### src/rtl/cic_interpolator_if.sv
// Sample-path bundle between the baseband source, the CIC interpolator and the DAC path.
// Clock and reset stay outside the bundle as plain module ports.
interface cic_interpolator_if #(
    parameter int unsigned IN_WIDTH = 16
);
    logic signed [IN_WIDTH-1:0] in_data;
    logic                       in_valid;
    logic                       in_ready;
    logic                       out_ce;
    logic signed [IN_WIDTH-1:0] out_data;
    logic                       out_strobe;
    logic                       underflow;

    modport master (
        output in_data, in_valid, out_ce,
        input  in_ready, out_data, out_strobe, underflow
    );

    modport slave (
        input  in_data, in_valid, out_ce,
        output in_ready, out_data, out_strobe, underflow
    );
endinterface

### src/rtl/cic_interpolator.sv
// CIC interpolator: one-entry input buffer, STAGES combs at the input rate, zero-stuffing,
// STAGES integrators at the out_ce rate, output slice chosen for exact unity DC gain.
module cic_interpolator #(
    parameter int unsigned IN_WIDTH  = 16,
    parameter int unsigned STAGES    = 5,
    parameter int unsigned LOG2_RATE = 6
) (
    input logic              clock,
    input logic              reset_n,
    cic_interpolator_if.slave bus_io
);
    localparam int unsigned GROWTH    = (STAGES - 1) * LOG2_RATE;
    localparam int unsigned ACC_WIDTH = IN_WIDTH + GROWTH + STAGES;

    typedef logic signed [ACC_WIDTH-1:0] acc_t;

    // Phase is LOG2_RATE bits wide, so RATE-1 wraps to 0 by plain overflow.
    logic [LOG2_RATE-1:0]       phase_q, phase_d;
    logic signed [IN_WIDTH-1:0] buf_q, buf_d;
    logic                       buf_valid_q, buf_valid_d;
    logic                       in_ready_q;
    logic                       underflow_q, underflow_d;
    logic signed [IN_WIDTH-1:0] out_data_q, out_data_d;
    logic                       out_strobe_q;

    acc_t comb_c_q [STAGES];
    acc_t comb_c_d [STAGES];
    acc_t comb_z_q [STAGES];  // per-stage delay register
    acc_t comb_z_d [STAGES];
    acc_t comb_in  [STAGES];
    acc_t integ_q  [STAGES];
    acc_t integ_d  [STAGES];

    logic accept;
    logic load;
    acc_t x_ext;
    acc_t integ_in;

    assign accept   = bus_io.in_valid && in_ready_q;
    assign load     = bus_io.out_ce && (phase_q == '0);
    // An empty buffer at a load tick feeds a zero sample into the chain.
    assign x_ext    = buf_valid_q ? {{(ACC_WIDTH - IN_WIDTH){buf_q[IN_WIDTH-1]}}, buf_q} : '0;
    assign integ_in = load ? comb_c_q[STAGES-1] : '0;

    // Input buffer, phase counter and sticky underflow.
    always_comb begin
        phase_d     = bus_io.out_ce ? phase_q + LOG2_RATE'(1) : phase_q;
        buf_d       = accept ? bus_io.in_data : buf_q;
        buf_valid_d = buf_valid_q;
        underflow_d = underflow_q;
        if (load) begin
            buf_valid_d = 1'b0;
            if (!buf_valid_q) underflow_d = 1'b1;
        end
        // A same-cycle accept refills the buffer for the next period.
        if (accept) buf_valid_d = 1'b1;
    end

    // Comb chain inputs: stage k is fed by the previous stage's registered output.
    always_comb begin
        comb_in[0] = x_ext;
        for (int k = 1; k < int'(STAGES); k++) begin
            comb_in[k] = comb_c_q[k-1];
        end
    end

    // Comb stages advance once per input period, on the load tick.
    always_comb begin
        comb_c_d = comb_c_q;
        comb_z_d = comb_z_q;
        if (load) begin
            for (int k = 0; k < int'(STAGES); k++) begin
                comb_z_d[k] = comb_in[k];
                comb_c_d[k] = comb_in[k] - comb_z_q[k];
            end
        end
    end

    // Integrators and output slice advance on every out_ce tick.
    always_comb begin
        integ_d    = integ_q;
        out_data_d = out_data_q;
        if (bus_io.out_ce) begin
            integ_d[0] = integ_q[0] + integ_in;
            for (int k = 1; k < int'(STAGES); k++) begin
                integ_d[k] = integ_q[k] + integ_q[k-1];
            end
            // Dropping GROWTH LSBs divides out the RATE**(STAGES-1) CIC gain.
            out_data_d = integ_q[STAGES-1][GROWTH +: IN_WIDTH];
        end
    end

    // State registers with synchronous active-low reset.
    always_ff @(posedge clock) begin
        if (!reset_n) begin
            phase_q      <= '0;
            buf_q        <= '0;
            buf_valid_q  <= 1'b0;
            in_ready_q   <= 1'b0;
            underflow_q  <= 1'b0;
            out_data_q   <= '0;
            out_strobe_q <= 1'b0;
            comb_c_q     <= '{default: '0};
            comb_z_q     <= '{default: '0};
            integ_q      <= '{default: '0};
        end else begin
            phase_q      <= phase_d;
            buf_q        <= buf_d;
            buf_valid_q  <= buf_valid_d;
            in_ready_q   <= !buf_valid_d;
            underflow_q  <= underflow_d;
            out_data_q   <= out_data_d;
            out_strobe_q <= bus_io.out_ce;
            comb_c_q     <= comb_c_d;
            comb_z_q     <= comb_z_d;
            integ_q      <= integ_d;
        end
    end

    assign bus_io.in_ready   = in_ready_q;
    assign bus_io.out_data   = out_data_q;
    assign bus_io.out_strobe = out_strobe_q;
    assign bus_io.underflow  = underflow_q;
endmodule
### src/flat_wrapper.sv
// flat-port wrapper written by rule: the top's interface ports become plain ports
module cic_interpolator_flat 
#(
    parameter int unsigned IN_WIDTH  = 16,
    parameter int unsigned STAGES    = 5,
    parameter int unsigned LOG2_RATE = 6
)
  (clock, reset_n, bus_io_in_data, bus_io_in_valid, bus_io_out_ce, bus_io_in_ready, bus_io_out_data, bus_io_out_strobe, bus_io_underflow);
  cic_interpolator_if #(.IN_WIDTH(IN_WIDTH)) bus_io_i ();
  input logic clock;
  input logic reset_n;
  input wire logic [$bits(bus_io_i.in_data)-1:0] bus_io_in_data;
  input wire logic [$bits(bus_io_i.in_valid)-1:0] bus_io_in_valid;
  input wire logic [$bits(bus_io_i.out_ce)-1:0] bus_io_out_ce;
  output wire logic [$bits(bus_io_i.in_ready)-1:0] bus_io_in_ready;
  output wire logic [$bits(bus_io_i.out_data)-1:0] bus_io_out_data;
  output wire logic [$bits(bus_io_i.out_strobe)-1:0] bus_io_out_strobe;
  output wire logic [$bits(bus_io_i.underflow)-1:0] bus_io_underflow;
  assign bus_io_i.in_data = bus_io_in_data;
  assign bus_io_i.in_valid = bus_io_in_valid;
  assign bus_io_i.out_ce = bus_io_out_ce;
  assign bus_io_in_ready = bus_io_i.in_ready;
  assign bus_io_out_data = bus_io_i.out_data;
  assign bus_io_out_strobe = bus_io_i.out_strobe;
  assign bus_io_underflow = bus_io_i.underflow;
  cic_interpolator #(.IN_WIDTH(IN_WIDTH), .STAGES(STAGES), .LOG2_RATE(LOG2_RATE)) u_core (.clock(clock), .reset_n(reset_n), .bus_io(bus_io_i));
endmodule
### config.mk
export PLATFORM = sky130hd
export DESIGN_NAME = cic_interpolator_flat
export DESIGN_NICKNAME = d
export VERILOG_FILES = /design/src/rtl/cic_interpolator_if.sv /design/src/rtl/cic_interpolator.sv /design/src/flat_wrapper.sv
export SDC_FILE = /design/constraint.sdc
export NUM_CORES = 2
export LEC_CHECK = 0
export BUFFER_PORTS_ARGS = -buffer_cell sky130_fd_sc_hd__clkbuf_2
export CAP_MARGIN = 20
export CORE_MARGIN = 2
export CORE_UTILIZATION = 60
export CTS_CLUSTER_DIAMETER = 60
export DETAILED_ROUTE_END_ITERATION = 10
export PLACE_DENSITY_LB_ADDON = 0.1
export SKIP_CTS_REPAIR_TIMING = 1
export SYNTH_ARGS = -nofsm -noshare
export SYNTH_HDL_FRONTEND = slang
export SYNTH_SLANG_ARGS = --single-unit
export TNS_END_PERCENT = 20
### constraint.sdc
create_clock -name clock -period 8.59 [get_ports clock]
set_clock_uncertainty 0.2 [all_clocks]
set_input_delay 0.859 -clock clock [delete_from_list [all_inputs] [get_ports clock]]
set_output_delay 0.859 -clock clock [all_outputs]
set_load 0.01 [all_outputs]
==> impl_metrics.toml <==
[cells_and_area]
diodes = 0
area_delta_synth_final_pct = 7.63
layout.nets = 5490
layout-drive-gt1-share = 0.0418

[worst_setup_path]
cp-startpoint = "bus_io_out_ce"
rr_worst_depth = 17
cp_max_fo = 86
timing_worst_setup_path_type = "input port to flip-flop"
critPathCapture = "u_core.integ_q[219]"
worst_setup_path_end_kind = "flip-flop"
arrival_ps = 5620
r2r_start = "u_core.phase_q[0]"
critPathLaunchType = "input port"
r2r_slack_ps = 3330
required_ps = 8930
rr_endpoint = "u_core.integ_q[219]"

[min_path]
hp-class = "flip-flop to flip-flop"
hold_start = "u_core.comb_c_q[34]"

[routing]
vias = 34544
drt_iter0_markers = 1860
drcViolationCount = 0
viasPerCell = 5.75
drt_wl_total_um = 91600
ant_nets = 0
wl_per_cell_um = 15.2
first_pass_iters = 5

[logic_synthesis]
synth_top_area_frac = 0.308
synthArstFlopShare = 0
synthTopCellsByCount = "869 x nand2_1, 641 x a21oi_1, 618 x dfxtp_1"
synth_cell_types = 82
synth_edf_count = 0
synthesis.instances = 5198
synth_ff_type = "dfxtp_1"
syn_nets = 5601
yosys_warnings = 0
synth_top_area_cell = "dfxtp_1"
syn_area_um2 = 40100
synth.area.top_cells = "dfxtp_1 31%, ha_1 12%, nand2_1 8.1%, a21oi_1 8.0%, a21o_1 4.2%"
yosysMostFrequentCell = "nand2_1"
avgSynthCellArea_um2 = 7.72
seq_area_frac_synth = 0.308
ys_ff_latch = 618

[timing]
timing.final.crit_share = 0.615
finalHoldViolations = 0
rsz0062_at_grt = "no"
holdWs_ps = 244
setup_viol = 0
relSlewSlack = 0.287
worstMarginPinSlew_ps = 1070
clock.fmax_mhz = 189
slew_violations = 0
period_minus_slack_ps = 5280
tns_ps = 0

[clock_network]
clock-sinks = 618
h-tree-depth = 3
cts_tree = "done"
clockBufferDepth = 3
cts_root_buf = "clkbuf_16"
path_clk_slew_ps = 60
clk_latency_ps = 620
cts_made_buffers = 72

[power]
ir_drop_v = 0.000210
p_leak_nw = 18.9
p_per_area_nw_per_um2 = 269

[placed_design]
place_hpwl_um = 64600
gp_congestion = 0.885
port_buffers = 38

[run]
cap_violations = 0

[grt]
grt.overflow.total = 0
grt_start_max_net_pins = 157
grt_usage = 0.263
grt_pass1_wl_um = 156000
grt_pass1_vias = 32677
antenna_found_initial = 0

[floorplanning]
dieArea_um2 = 68900
chipWidth_um = 263
core_um2 = 66000
initial_utilization = 0.608
io_pins = 39
die_h_um = 263
row_count = 94

[status]
status = "finished clean"
[layer usage]
metal / up-vias / GRT usage / routed length [um]
met5: - / 0 / 0
met4: 0 / 0.0868 / 2870
met3: 181 / 0.0295 / 2600
met2: 492 / 0.478 / 45100
met1: 15904 / 0.322 / 41100
li1: 17967 / - / -
[flip-flops by register name, indices dropped and copies added, names as in the netlist]
name and flops:
u_core.buf_q 16, u_core.buf_valid_q 1, u_core.bus_io.in_ready 1, u_core.bus_io.out_data 16
u_core.bus_io.out_strobe 1, u_core.bus_io.underflow 1, u_core.comb_c_q 200, u_core.comb_z_q 176
u_core.integ_q 200, u_core.phase_q 6
[where the power goes]
group          switching [mW]  leakage, nW  internal, mW
logic                    2.79         12.6          2.14
clock network            1.25         1.22          1.93
registers               0.272         5.02          3.22
total                    4.31         18.9          7.28
[final cells by class]
cell class / count / area (um^2)
Timing Repair Buffer: 61 / 394
Multi-Input combinational cell: 4071 / 25900
Clock inverter: 32 / 374
Fill cell: 5844 / 22800
Clock buffer: 100 / 2100
Tap cell: 864 / 1080
Inverter: 263 / 995
Sequential cell: 618 / 12400
[per-stage QoR]
stage	utilization	instances	power, mW	cell area (um^2)	setup slack, ps
3_5_place_dp	0.617	5877	8.44	40700	2600
5_1_grt	0.654	6009	12.5	43200	2800
3_3_place_gp	0.617	5877	8.38	40700	2630
2_1_floorplan	-	5198	7.45	40100	3840
4_1_cts	0.654	6009	11.7	43200	3240
6_report	0.654	6009	11.6	43200	3310
[cell usage in the layout (no fill, tap or decap), drive strengths merged, types with 10 or more instances in the layout]
master,instances
a221oi,13
nor2b,59
nor3,47
a21oi,641
ha,369
xor2,113
and2,72
buf,24
nand2b,39
clkbuf,137
mux2i,106
nor3b,12
and3,29
o21bai,48
nand3,77
nand4,67
nor2,364
a31oi,34
o21ai,306
nand2,869
xnor2,191
o31ai,23
or3,17
inv,267
clkinv,19
nand3b,11
a211o,15
o31a,10
fa,14
o41ai,14
dfxtp,618
a211oi,54
a41oi,13
a21boi,10
a21o,225
o21a,69
o211ai,22
[logic make-up (layout without fill, tap and decap cells)]
| family | Yosys count | count (layout) | share of synthesized area |
|---|---|---|---|
| simple gates | 1694 | 1694 | 0.185 |
| compound gates | 1584 | 1584 | 0.244 |
| flops | 618 | 618 | 0.308 |
| buf+inv | 509 | 456 | 0.0476 |
| fa+ha+maj | 383 | 383 | 0.122 |
| xor+xnor | 304 | 304 | 0.0664 |
| mux | 106 | 106 | 0.0264 |
[critical path: stages]
cell	delay, ps
buf_6	540
inv_2	80
nor3b_2	190
buf_4	600
buf_4	590
and2_1	210
ha_1	200
nand2_1	120
or4b_1	530
o221ai_1	290
o21ai_1	190
o41a_1	490
o21ai_1	140
a21oi_1	90
mux2i_1	180
mux2i_1	200
[how the worst min path moves through the flow]
stage                                to  slack [ps]  depth (start not counted)
detailed placement  u_core.comb_c_q[33]         240                          2
global route         u_core.comb_c_q[6]         260                          2
CTS                    u_core.buf_q[15]         240                          3
global placement    u_core.comb_c_q[34]         230                          2
finish              u_core.comb_c_q[34]         240                          2
floorplan           u_core.comb_c_q[13]         220                          2
Power figures use the tool's default switching activity.
